$ cat config.mk
export PLATFORM = sky130hd
export DESIGN_NAME = seq_booth_r4_mul
export DESIGN_NICKNAME = d
export VERILOG_FILES = /design/src/rtl/seq_booth_r4_mul.sv
export SDC_FILE = /design/constraint.sdc
export NUM_CORES = 1
export LEC_CHECK = 0
export CAP_MARGIN = 30
export CORE_MARGIN = 5
export CORE_UTILIZATION = 30
export DETAILED_ROUTE_END_ITERATION = 10
export PLACE_DENSITY = 0.46
export SYNTH_ARGS = -nofsm -noshare
export SYNTH_HDL_FRONTEND = slang
export SYNTH_SLANG_ARGS = --single-unit
export TNS_END_PERCENT = 50
$ cat constraint.sdc
create_clock -name clk -period 3.5 [get_ports clk]
set_input_delay 0.35 -clock clk [delete_from_list [all_inputs] [get_ports clk]]
set_output_delay 0.35 -clock clk [all_outputs]
set_load 0.01 [all_outputs]
$ cat src/rtl/seq_booth_r4_mul.sv
// Iterative radix-4 Booth multiplier: one Booth digit per clock, valid/ready on both sides,
// per-transaction signed/unsigned selection, exact 2*width-bit product held until taken.
module seq_booth_r4_mul #(
   parameter int width = 7
) (
   input  logic                 clk,
   input  logic                 rst,
   input  logic                 in_valid,
   output logic                 in_ready,
   input  logic [width-1:0]     A,
   input  logic [width-1:0]     B,
   input  logic                 signed_mode,
   output logic                 out_valid,
   input  logic                 out_ready,
   output logic [2*width-1:0]   P,
   output logic                 busy
);

   localparam int NDIG  = (width + 2) / 2;
   localparam int ACC_W = 2 * width + 2;
   localparam int BW    = 2 * NDIG + 1;
   localparam int CW    = $clog2(NDIG + 1);

   localparam logic [1:0] S_IDLE = 2'd0;
   localparam logic [1:0] S_CALC = 2'd1;
   localparam logic [1:0] S_DONE = 2'd2;

   localparam logic [CW-1:0] CNT_LAST = CW'(NDIG - 1);
   localparam logic [CW-1:0] CNT_ONE  = CW'(1);

   logic [1:0]         state_q, state_d;
   logic [CW-1:0]      cnt_q, cnt_d;
   logic [ACC_W-1:0]   acc_q, acc_d;
   logic [ACC_W-1:0]   a_q, a_d;
   logic [BW-1:0]      b_q, b_d;
   logic [2*width-1:0] p_q, p_d;
   logic               in_ready_q, in_ready_d;
   logic               out_valid_q, out_valid_d;
   logic               busy_q, busy_d;

   logic               sign_a_s, sign_b_s;
   logic [ACC_W-1:0]   a_ext_s, a2_s, term_s, sum_s;
   logic [BW-1:0]      b_ext_s;

   assign sign_a_s = signed_mode & A[width-1];
   assign sign_b_s = signed_mode & B[width-1];
   assign a_ext_s  = {{(ACC_W - width){sign_a_s}}, A};
   assign b_ext_s  = {{(BW - 1 - width){sign_b_s}}, B, 1'b0};

   // a_q is pre-shifted by 4^k each digit, so the term is already at the digit's weight.
   assign a2_s  = {a_q[ACC_W-2:0], 1'b0};
   assign sum_s = acc_q + term_s;

   // Booth digit decode of the current LSB-first triplet
   always_comb begin
      term_s = {ACC_W{1'b0}};
      case (b_q[2:0])
         3'b001, 3'b010: term_s = a_q;
         3'b011:         term_s = a2_s;
         3'b100:         term_s = {ACC_W{1'b0}} - a2_s;
         3'b101, 3'b110: term_s = {ACC_W{1'b0}} - a_q;
         default:        term_s = {ACC_W{1'b0}};
      endcase
   end

   // Next-state logic for the IDLE/CALC/DONE controller and datapath
   always_comb begin
      state_d     = state_q;
      cnt_d       = cnt_q;
      acc_d       = acc_q;
      a_d         = a_q;
      b_d         = b_q;
      p_d         = p_q;
      in_ready_d  = in_ready_q;
      out_valid_d = out_valid_q;
      busy_d      = busy_q;
      case (state_q)
         S_IDLE: begin
            if (in_valid) begin
               state_d    = S_CALC;
               a_d        = a_ext_s;
               b_d        = b_ext_s;
               acc_d      = {ACC_W{1'b0}};
               cnt_d      = {CW{1'b0}};
               in_ready_d = 1'b0;
               busy_d     = 1'b1;
            end else begin
               state_d    = S_IDLE;
            end
         end
         S_CALC: begin
            acc_d = sum_s;
            a_d   = {a_q[ACC_W-3:0], 2'b00};
            b_d   = {{2{b_q[BW-1]}}, b_q[BW-1:2]};
            cnt_d = cnt_q + CNT_ONE;
            if (cnt_q == CNT_LAST) begin
               state_d     = S_DONE;
               p_d         = sum_s[2*width-1:0];
               out_valid_d = 1'b1;
            end else begin
               state_d     = S_CALC;
            end
         end
         S_DONE: begin
            if (out_ready) begin
               state_d     = S_IDLE;
               out_valid_d = 1'b0;
               in_ready_d  = 1'b1;
               busy_d      = 1'b0;
            end else begin
               state_d     = S_DONE;
            end
         end
         default: begin
            state_d     = S_IDLE;
            in_ready_d  = 1'b1;
            out_valid_d = 1'b0;
            busy_d      = 1'b0;
         end
      endcase
   end

   // State and output registers with synchronous reset
   always_ff @(posedge clk) begin
      if (rst) begin
         state_q     <= S_IDLE;
         cnt_q       <= {CW{1'b0}};
         acc_q       <= {ACC_W{1'b0}};
         a_q         <= {ACC_W{1'b0}};
         b_q         <= {BW{1'b0}};
         p_q         <= {(2*width){1'b0}};
         in_ready_q  <= 1'b1;
         out_valid_q <= 1'b0;
         busy_q      <= 1'b0;
      end else begin
         state_q     <= state_d;
         cnt_q       <= cnt_d;
         acc_q       <= acc_d;
         a_q         <= a_d;
         b_q         <= b_d;
         p_q         <= p_d;
         in_ready_q  <= in_ready_d;
         out_valid_q <= out_valid_d;
         busy_q      <= busy_d;
      end
   end

   assign in_ready  = in_ready_q;
   assign out_valid = out_valid_q;
   assign busy      = busy_q;
   assign P         = p_q;

endmodule

==> results_dict.tcl, run 1 <==
set metrics [dict create \
    fin_crit_sh_pct 94.84 \
    drtAntennaViolNets 0 \
    cts.sinks 59 \
    yosysSeqAreaShare_pct 32.14 \
    grt_usage_pct 15.39 \
    grt_pass1_vias 3376 \
    cp_slowest_stage_delay_ps 570 \
    fin_crit_ps 3319 \
    cap_violations 0 \
    die_area_sq_um 14560 \
    hold_buffers 0 \
    dpl.cell_count 640 \
    fin_skew_ps 6.276 \
    path_buf_inv 1 \
    ioPinCount 36 \
    grt.busiest_layer "met2" \
    layout.nets 546 \
    status "finished clean" \
    rows 40 \
    initialDrtViolationCount 194 \
    grt_max_degree 36 \
    met3_usage_pct 2.666 \
    syn_area_sq_um 3675 \
    endpoint_kind "register" \
    yosys_warnings 0 \
    power.share.combinational_pct 23.0 \
    utilization_pct 38.33 \
    clock_path_buffers 2 \
    dr_total_vias 3479 \
    ys_ff_latch 59 \
    syn_avg_cell_area_sq_um 7.886 \
    grt-ovfl-total 0 \
    finalNonFillerCells 661 \
    syn_inst 466 \
    timing_hold_violations_final 0 \
    pre_cts_slack_ps 52.19 \
    required_ps 3720 \
    grt_pass1_wl_mm 17.86 \
    antenna_found_initial 0 \
    clkPwrFrac_pct 39.5 \
    diodes 0 \
    leakagePower_nw 1.833 \
    cp_slowest_cell "or4_4" \
    clkLatencyLatePin_ps 320 \
    synth_edf_count 0 \
    drive_above_1_share_pct 13.62 \
    core_sq_um 12010 \
    p_int_mw 1.410 \
    worstPathMaxFanout 5 \
    worst_pin_slew_ps 970.8 \
    finalPower_mw 1.992 \
    routabilityCongestion 0.9079 \
    use_met2_pct 24.38 \
    final.fill_count 1266 \
    ir_drop_mv 0.1967 \
    fin_area_sq_um 4604 \
    switchingPower_uw 582.3 \
    route.detailed.drc 0 \
    synth_fp_nets 502 \
    synthArstFlopShare_pct 0 \
    die_x_um 120.7 \
    start_kind "register" \
    crit_type "register to register" \
    synth_cell_types 58 \
    fin_ws_ps 180.6 \
    clk_pin_slew_ps 50 \
    hold_class "register to register" \
    drt-total-wl_mm 10.89 \
    grt_use_met1_pct 21.29 \
    slew_violations 0 \
    die_y_um 120.7 \
    h-tree-depth 3 \
    cp_top_family "simple AND/OR/NAND/NOR gates" \
    cts_tree "yes" \
    cts_root_buf "clkbuf_16" \
    dp_hpwl_mm 7.952 \
    port_buffers 35 \
    sw_frac_of_total_pct 29.23 \
    numCtsBuffers 9 \
    area_growth_syn_to_layout_pct 25.30 \
    start_util_pct 30.59 \
    firstDrtPassIters 7 \
    place_area_sq_um 4267 \
    fmax_mhz 301.3 \
    power_density_nw_per_um2 432.7 \
    relSlewSlack_pct 35.04 \
    path_cells "buf_4 > or4_4 > nor2_4 > xnor2_1 > a22oi_1 > o21ai_0 > ha_1 > a21o_1 > and2_1 > o31a_1 > or3_1 > a32o_1" \
    setup_viol 0 \
    ys.flop_type "dfxtp_1" \
    arrival_ps 3540 \
    p_seq_share_pct 37.4 \
    avgRoutedWirePerCell_um 16.47 \
    via_per_inst 5.263 \
]
worst register-to-register path, delay by kind of cell (launching register included):
kind            cells  cell delay [ps]
compound gates      5             1100
xor+xnor            1               90
fa+ha+maj           1              370
buf+inv             1              140
flops               1              300
simple gates        4             1220
worst paths after layout:
check	start	end	slack (ps)	cells after the start
worst min-delay path	P[12]	P[12]	450	2
worst max register to register	a_q[0]	acc_q[9]	180	12
worst min register to register	P[12]	P[12]	450	2
worst max-delay path	a_q[0]	acc_q[9]	180	12
state kept, by name, indices dropped and copies added, names as in the netlist:
signal     cells
cnt_q          3
in_ready       1
out_valid      1
acc_q         14
b_q            9
P             14
a_q           14
state_q        2
busy           1
timing repair:
item,4_1_cts,5_1_grt
resized for setup,0,9
setup endpoints to repair,0,8
buffers inserted,0,6
cell type report:
cell class | instances | area (sq um) | share of cell area [%]
Multi-Input combinational cell | 357 | 2316 | 50.30
Inverter | 12 | 45.04 | 0.9783
Sequential cell | 59 | 1182 | 25.68
Clock inverter | 3 | 15.01 | 0.3261
Tap cell | 147 | 183.9 | 3.995
Clock buffer | 12 | 246.5 | 5.353
Timing Repair Buffer | 71 | 615.6 | 13.37
cell usage after synthesis (6+ instances only):
master | number | share of area (%)
mux2i_1 | 6 | 1.6
a21oi_1 | 45 | 6.1
nand3_1 | 11 | 1.5
ha_1 | 16 | 5.4
dfxtp_1 | 59 | 32
xor2_1 | 9 | 2.1
nand2_1 | 62 | 6.3
nand3b_1 | 7 | 1.4
xnor2_1 | 18 | 4.3
a22oi_1 | 22 | 4.5
o21ai_0 | 14 | 1.9
inv_1 | 11 | 1.1
nor3_1 | 10 | 1.4
nor2_1 | 50 | 5.1
clkbuf_1 | 29 | 3.0
metal layers:
layer  routed length [um]  vias up  part of all wire [%]
li1                     -     1763                     -
met1                 5378     1651                    49
met2                 5035       57                    46
met3                  335        8                   3.1
met4                  138        0                   1.3
met5                    0        -                     0
cells in the final DEF, fill, tap and decap left out, drive strengths merged, types with 11 or more instances in the layout:
cell type / count
clkdlybuf4s50: 34
clkbuf: 12
a22oi: 22
ha: 16
dfxtp: 59
inv: 11
a21oi: 45
o21ai: 14
nand3: 11
buf: 37
nand2: 62
nor2: 51
xnor2: 19
kinds of logic (layout without fill, tap and decap cells):
kind of cell,count (synthesis),after routing,share of synthesized area (%)
AND/OR/NAND/NOR,172,172,22.71
AO/OA/AOI/OAI,131,131,24.00
flip-flops,59,59,32.14
buffers and inverters,50,98,5.720
XOR/XNOR,28,28,6.878
adder cells (fa/ha/maj),17,17,5.992
multiplexers,9,9,2.554
stage by stage:
| step | TNS, ps | hold WS [ps] |
|---|---|---|
| after CTS | 0 | 455.9 |
| after global placement | 0 | 444.5 |
| after detailed placement | 0 | 449.8 |
| final | 0 | 451.6 |
| after floorplan | 0 | 431.8 |
| after global routing | -1.598 | 478.4 |
power by group through the flow:
stage	clock [mW]	combinational (mW)	sequential [mW]
2_1_floorplan	0	0.319	0.732
3_3_place_gp	0	0.433	0.758
3_5_place_dp	0	0.432	0.758
4_1_cts	0.812	0.434	0.744
5_1_grt	0.851	0.505	0.750
6_report	0.788	0.459	0.746
No activity file was read; power rests on OpenSTA's default activity.
==> run 2: changes to the inputs <==
--- a/config.mk
+++ b/config.mk
@@ -9,7 +9,7 @@
 export CORE_MARGIN = 5
 export CORE_UTILIZATION = 30
 export DETAILED_ROUTE_END_ITERATION = 10
-export PLACE_DENSITY = 0.46
+export PLACE_DENSITY = 0.48
 export SYNTH_ARGS = -nofsm -noshare
 export SYNTH_HDL_FRONTEND = slang
 export SYNTH_SLANG_ARGS = --single-unit
==> constraint.sdc (replaced) <==
create_clock -name clk -period 2.75 [get_ports clk]
set_input_delay 0.275 -clock clk [delete_from_list [all_inputs] [get_ports clk]]
set_output_delay 0.275 -clock clk [all_outputs]
set_load 0.01 [all_outputs]
==> results_dict.tcl, run 2 (synthesis results as in run 1) <==
set metrics [dict create \
    cp_top_family "simple AND/OR/NAND/NOR gates" \
    grt-ovfl-total 0 \
    hold_buffers 0 \
    place_area_sq_um 4811 \
    numCtsBuffers 9 \
    core_sq_um 12010 \
    diodes 0 \
    setup_viol 18 \
    fin_skew_ps 6.779 \
    grt_pass1_wl_mm 18.74 \
    fmax_mhz 317.3 \
    finalNonFillerCells 730 \
    initialDrtViolationCount 157 \
    path_cells "or4_4 > nor2_4 > buf_4 > xnor2_1 > a22oi_1 > o21ai_1 > ha_1 > a21o_1 > and2_4 > o31a_1 > or3_4 > a32o_1" \
    timing_hold_violations_final 0 \
    clk_pin_slew_ps 50 \
    relSlewSlack_pct 59.09 \
    status "finished with violations" \
    clock_path_buffers 2 \
    avgRoutedWirePerCell_um 15.69 \
    drt-total-wl_mm 11.45 \
    via_per_inst 5.163 \
    grt_pass1_vias 3656 \
    dr_total_vias 3769 \
    cp_slowest_cell "or4_4" \
    leakagePower_nw 2.228 \
    layout.nets 614 \
    ioPinCount 36 \
    final.fill_count 1193 \
    power_density_nw_per_um2 527.1 \
    grt_max_degree 49 \
    cts_tree "yes" \
    fin_crit_sh_pct 114.6 \
    antenna_found_initial 0 \
    endpoint_kind "register" \
    grt_usage_pct 16.10 \
    dp_hpwl_mm 8.387 \
    area_growth_syn_to_layout_pct 46.71 \
    start_util_pct 30.59 \
    fin_crit_ps 3152 \
    fin_hold_ws_ps 310.0 \
    grt_setup_unrepaired "yes" \
    worstPathMaxFanout 4 \
    route.detailed.drc 0 \
    drive_above_1_share_pct 30.87 \
    clkLatencyLatePin_ps 330 \
    worst_pin_slew_ps 611.5 \
    final_cell_mix "101 x buf_4, 56 x dfxtp_1, 54 x nand2_1, 50 x nor2_1, 39 x a21oi_1" \
    cap_violations 0 \
    die_area_sq_um 14560 \
    slew_violations 0 \
    dpl.cell_count 702 \
    die_y_um 120.7 \
    layout_commonest_cell "buf_4" \
    cp_slowest_stage_delay_ps 540 \
    violations "setup timing" \
    start_kind "register" \
    die_x_um 120.7 \
    drtAntennaViolNets 0 \
    rrSetupSlack_ps -400 \
    required_ps 2970 \
    path_buf_inv 1 \
    rows 40 \
    hold_class "primary input to register" \
    cts_root_buf "clkbuf_16" \
    ir_drop_mv 0.2406 \
    firstDrtPassIters 5 \
    setup_tns_ps -4175 \
    cts.sinks 59 \
    routabilityCongestion 0.9104 \
    fin_ws_ps -401.6 \
    port_buffers 35 \
    crit_type "register to register" \
    arrival_ps 3370 \
    h-tree-depth 3 \
    fin_area_sq_um 5391 \
]
## run 2: report_power, final
part | leakage [nW] | total [mW] | internal [mW] | switching [mW]
Sequential | 0.483 | 0.940 | 0.895 | 0.0455
Combinational | 1.60 | 0.778 | 0.403 | 0.375
Clock | 0.145 | 1.12 | 0.721 | 0.403
Total | 2.23 | 2.84 | 2.02 | 0.823
## run 2: repair_timing
| action | CTS | global route |
|---|---|---|
| pin swaps | 31 | 17 |
| gates resized for setup | 26 | 20 |
| setup endpoints to repair | 18 | 18 |
| setup buffers | 6 | 6 |
| hold endpoints to repair | 0 | 0 |
## run 2: per-layer routing
metal	GRT usage (%)	vias to the layer above	part of all wire, %
li1	-	1904	-
met1	22.08	1803	48
met2	25.81	56	48
met3	2.526	6	3.1
met4	5.312	0	0.98
met5	0	-	0
## run 2: worst paths after layout
path,cells past startpoint,endpoint,start
worst max-delay path,12,acc_q[9],a_q[0]
worst max register to register,12,acc_q[9],a_q[0]
worst min-delay path,2,P[12],rst
worst min register to register,2,P[0],P[0]
## run 2: area by class of cell
cell class	count	area, sq um	share of cell area (%)
clock buffers	11	242.7	4.502
flip-flops and latches	59	1190	22.07
inverters	12	45.04	0.8355
well taps	147	183.9	3.411
repair buffers	139	1137	21.10
multi-input cells	357	2540	47.11
clock inverters	5	52.55	0.9747
## run 2: through the flow
step           total power, mW  worst slack (ps)  util (%)
6_report                 2.842            -401.6     44.89
5_1_grt                  2.978            -583.3     44.89
4_1_cts                  2.826            -370.2     43.82
3_5_place_dp             1.642            -446.5     40.05
3_3_place_gp             1.638            -462.8     40.05
2_1_floorplan            1.361            -355.0         -
==> run 3: changes to the inputs <==
--- a/config.mk
+++ b/config.mk
@@ -13,4 +13,3 @@
 export SYNTH_ARGS = -nofsm -noshare
 export SYNTH_HDL_FRONTEND = slang
 export SYNTH_SLANG_ARGS = --single-unit
-export TNS_END_PERCENT = 50
==> results_dict.tcl, run 3 (synthesis results as in run 1) <==
set metrics [dict create \
    grt_setup_unrepaired "yes" \
    fin_crit_ps 3145 \
    start_kind "register" \
    leakagePower_nw 2.295 \
    slew_violations 0 \
    timing_hold_violations_final 0 \
    fmax_mhz 318.0 \
    dp_hpwl_mm 8.312 \
    cts.sinks 59 \
    hold_class "register to register" \
    rr_worst_depth 14 \
    grt_pass1_wl_mm 19.26 \
    final_cell_mix "106 x buf_4, 55 x dfxtp_1, 54 x nand2_1, 48 x nor2_1, 37 x a21oi_1" \
    power_density_nw_per_um2 502.9 \
    h-tree-depth 3 \
    drtAntennaViolNets 0 \
    crit_start "a_q[1]" \
    wl_met1_mm 5.547 \
    endpoint "acc_q[12]" \
    numCtsBuffers 9 \
    p_int_mw 1.940 \
    via_per_inst 5.117 \
    clk_pin_slew_ps 60 \
    fin_ws_ps -394.8 \
    route.detailed.drc 0 \
    pre_cts_slack_ps -447.0 \
    p_seq_share_pct 33.9 \
    die_x_um 120.7 \
    drive_above_1_share_pct 33.45 \
    sw_frac_of_total_pct 30.01 \
    avgRoutedWirePerCell_um 15.84 \
    dpl.cell_count 702 \
    area_growth_syn_to_layout_pct 49.98 \
    dr_total_vias 3766 \
    clkPwrFrac_pct 36.8 \
    diodes 0 \
    finalPower_mw 2.772 \
    fin_hold_ws_ps 454.9 \
    worst_pin_slew_ps 615.8 \
    ioPinCount 36 \
    cts_tree "yes" \
    required_ps 2970 \
    initialDrtViolationCount 160 \
    ir_drop_mv 0.2642 \
    grt_usage_pct 16.45 \
    die_area_sq_um 14560 \
    utilization_pct 45.89 \
    grt_pass1_vias 3878 \
    die_y_um 120.7 \
    top_layer "met4" \
    layout_commonest_cell "buf_4" \
    setup_tns_ps -3973 \
    drt-total-wl_mm 11.66 \
    cts_root_buf "clkbuf_16" \
    wl_met3_um 228 \
    fin_crit_sh_pct 114.4 \
    r2r-start "a_q[1]" \
    arrival_ps 3370 \
    clkLatencyLatePin_ps 330 \
    met2WireLength_mm 5.666 \
    fin_skew_ps 8.543 \
    layout.nets 621 \
    core_sq_um 12010 \
    routabilityCongestion 0.8887 \
    grt-ovfl-total 0 \
    place_area_sq_um 4823 \
    firstDrtPassIters 4 \
    power.share.combinational_pct 29.2 \
    relSlewSlack_pct 58.95 \
    port_buffers 35 \
    grt_max_degree 34 \
    finalNonFillerCells 736 \
    rows 40 \
    cap_violations 0 \
    antenna_found_initial 0 \
    endpoint_kind "register" \
    violations "setup timing" \
    status "finished with violations" \
    rrSetupSlack_ps -390 \
    fin_area_sq_um 5512 \
    crit_type "register to register" \
    crit-reg2reg-capture "acc_q[12]" \
    setup_viol 18 \
    worstPathMaxFanout 3 \
    switchingPower_uw 831.8 \
    start_util_pct 30.59 \
    clock_path_buffers 2 \
]
run 3: final cells by class:
type	count	area, sq um
Clock buffer	12	246.5
Clock inverter	3	15.01
Fill cell	1190	6500
Inverter	12	45.04
Multi-Input combinational cell	357	2626
Sequential cell	59	1189
Tap cell	147	183.9
Timing Repair Buffer	146	1206
run 3: power groups by stage:
stage / Clock, mW / Combinational [mW] / Sequential (mW)
finish: 1.02 / 0.810 / 0.941
global route: 1.09 / 0.887 / 0.947
CTS: 1.04 / 0.748 / 0.940
detailed placement: 0 / 0.683 / 0.956
global placement: 0 / 0.679 / 0.955
floorplan: 0 / 0.431 / 0.931
run 3: metal layers:
metal,global-route usage [%],vias up
met5,0,-
met4,6.161,0
met3,2.993,15
met2,27.35,34
met1,21.22,1809
li1,-,1908
run 3: how the worst min path moves through the flow:
stage	startpoint	end	slack [ps]	cells after the start
after floorplan	signed_mode	b_q[8]	430	2
after global placement	P[12]	P[12]	450	2
after detailed placement	out_valid	out_valid	450	2
after CTS	rst	a_q[8]	460	2
after global routing	P[3]	P[3]	480	2
final	P[7]	P[7]	450	2
run 3: timing repair:
| item | 4_1_cts | 5_1_grt |
|---|---|---|
| endpoints found under the setup margin | 18 | 20 |
| pin swaps | 34 | 30 |
| hold buffers | 0 | 0 |
| buffers inserted | 12 | 9 |
| resized for setup | 23 | 36 |
run 3: critical path: stages, from the launching register on:
cell and delay, ps:
dfxtp_2 330, inv_2 70, ha_4 160, nor4b_4 270, nand3b_1 190, nand2_2 120, xnor2_2 140, nand2_1 90
a31oi_1 250, ha_1 320, a21oi_2 130, nand4b_1 140, nand2_1 80, or4_4 480, a32o_1 260
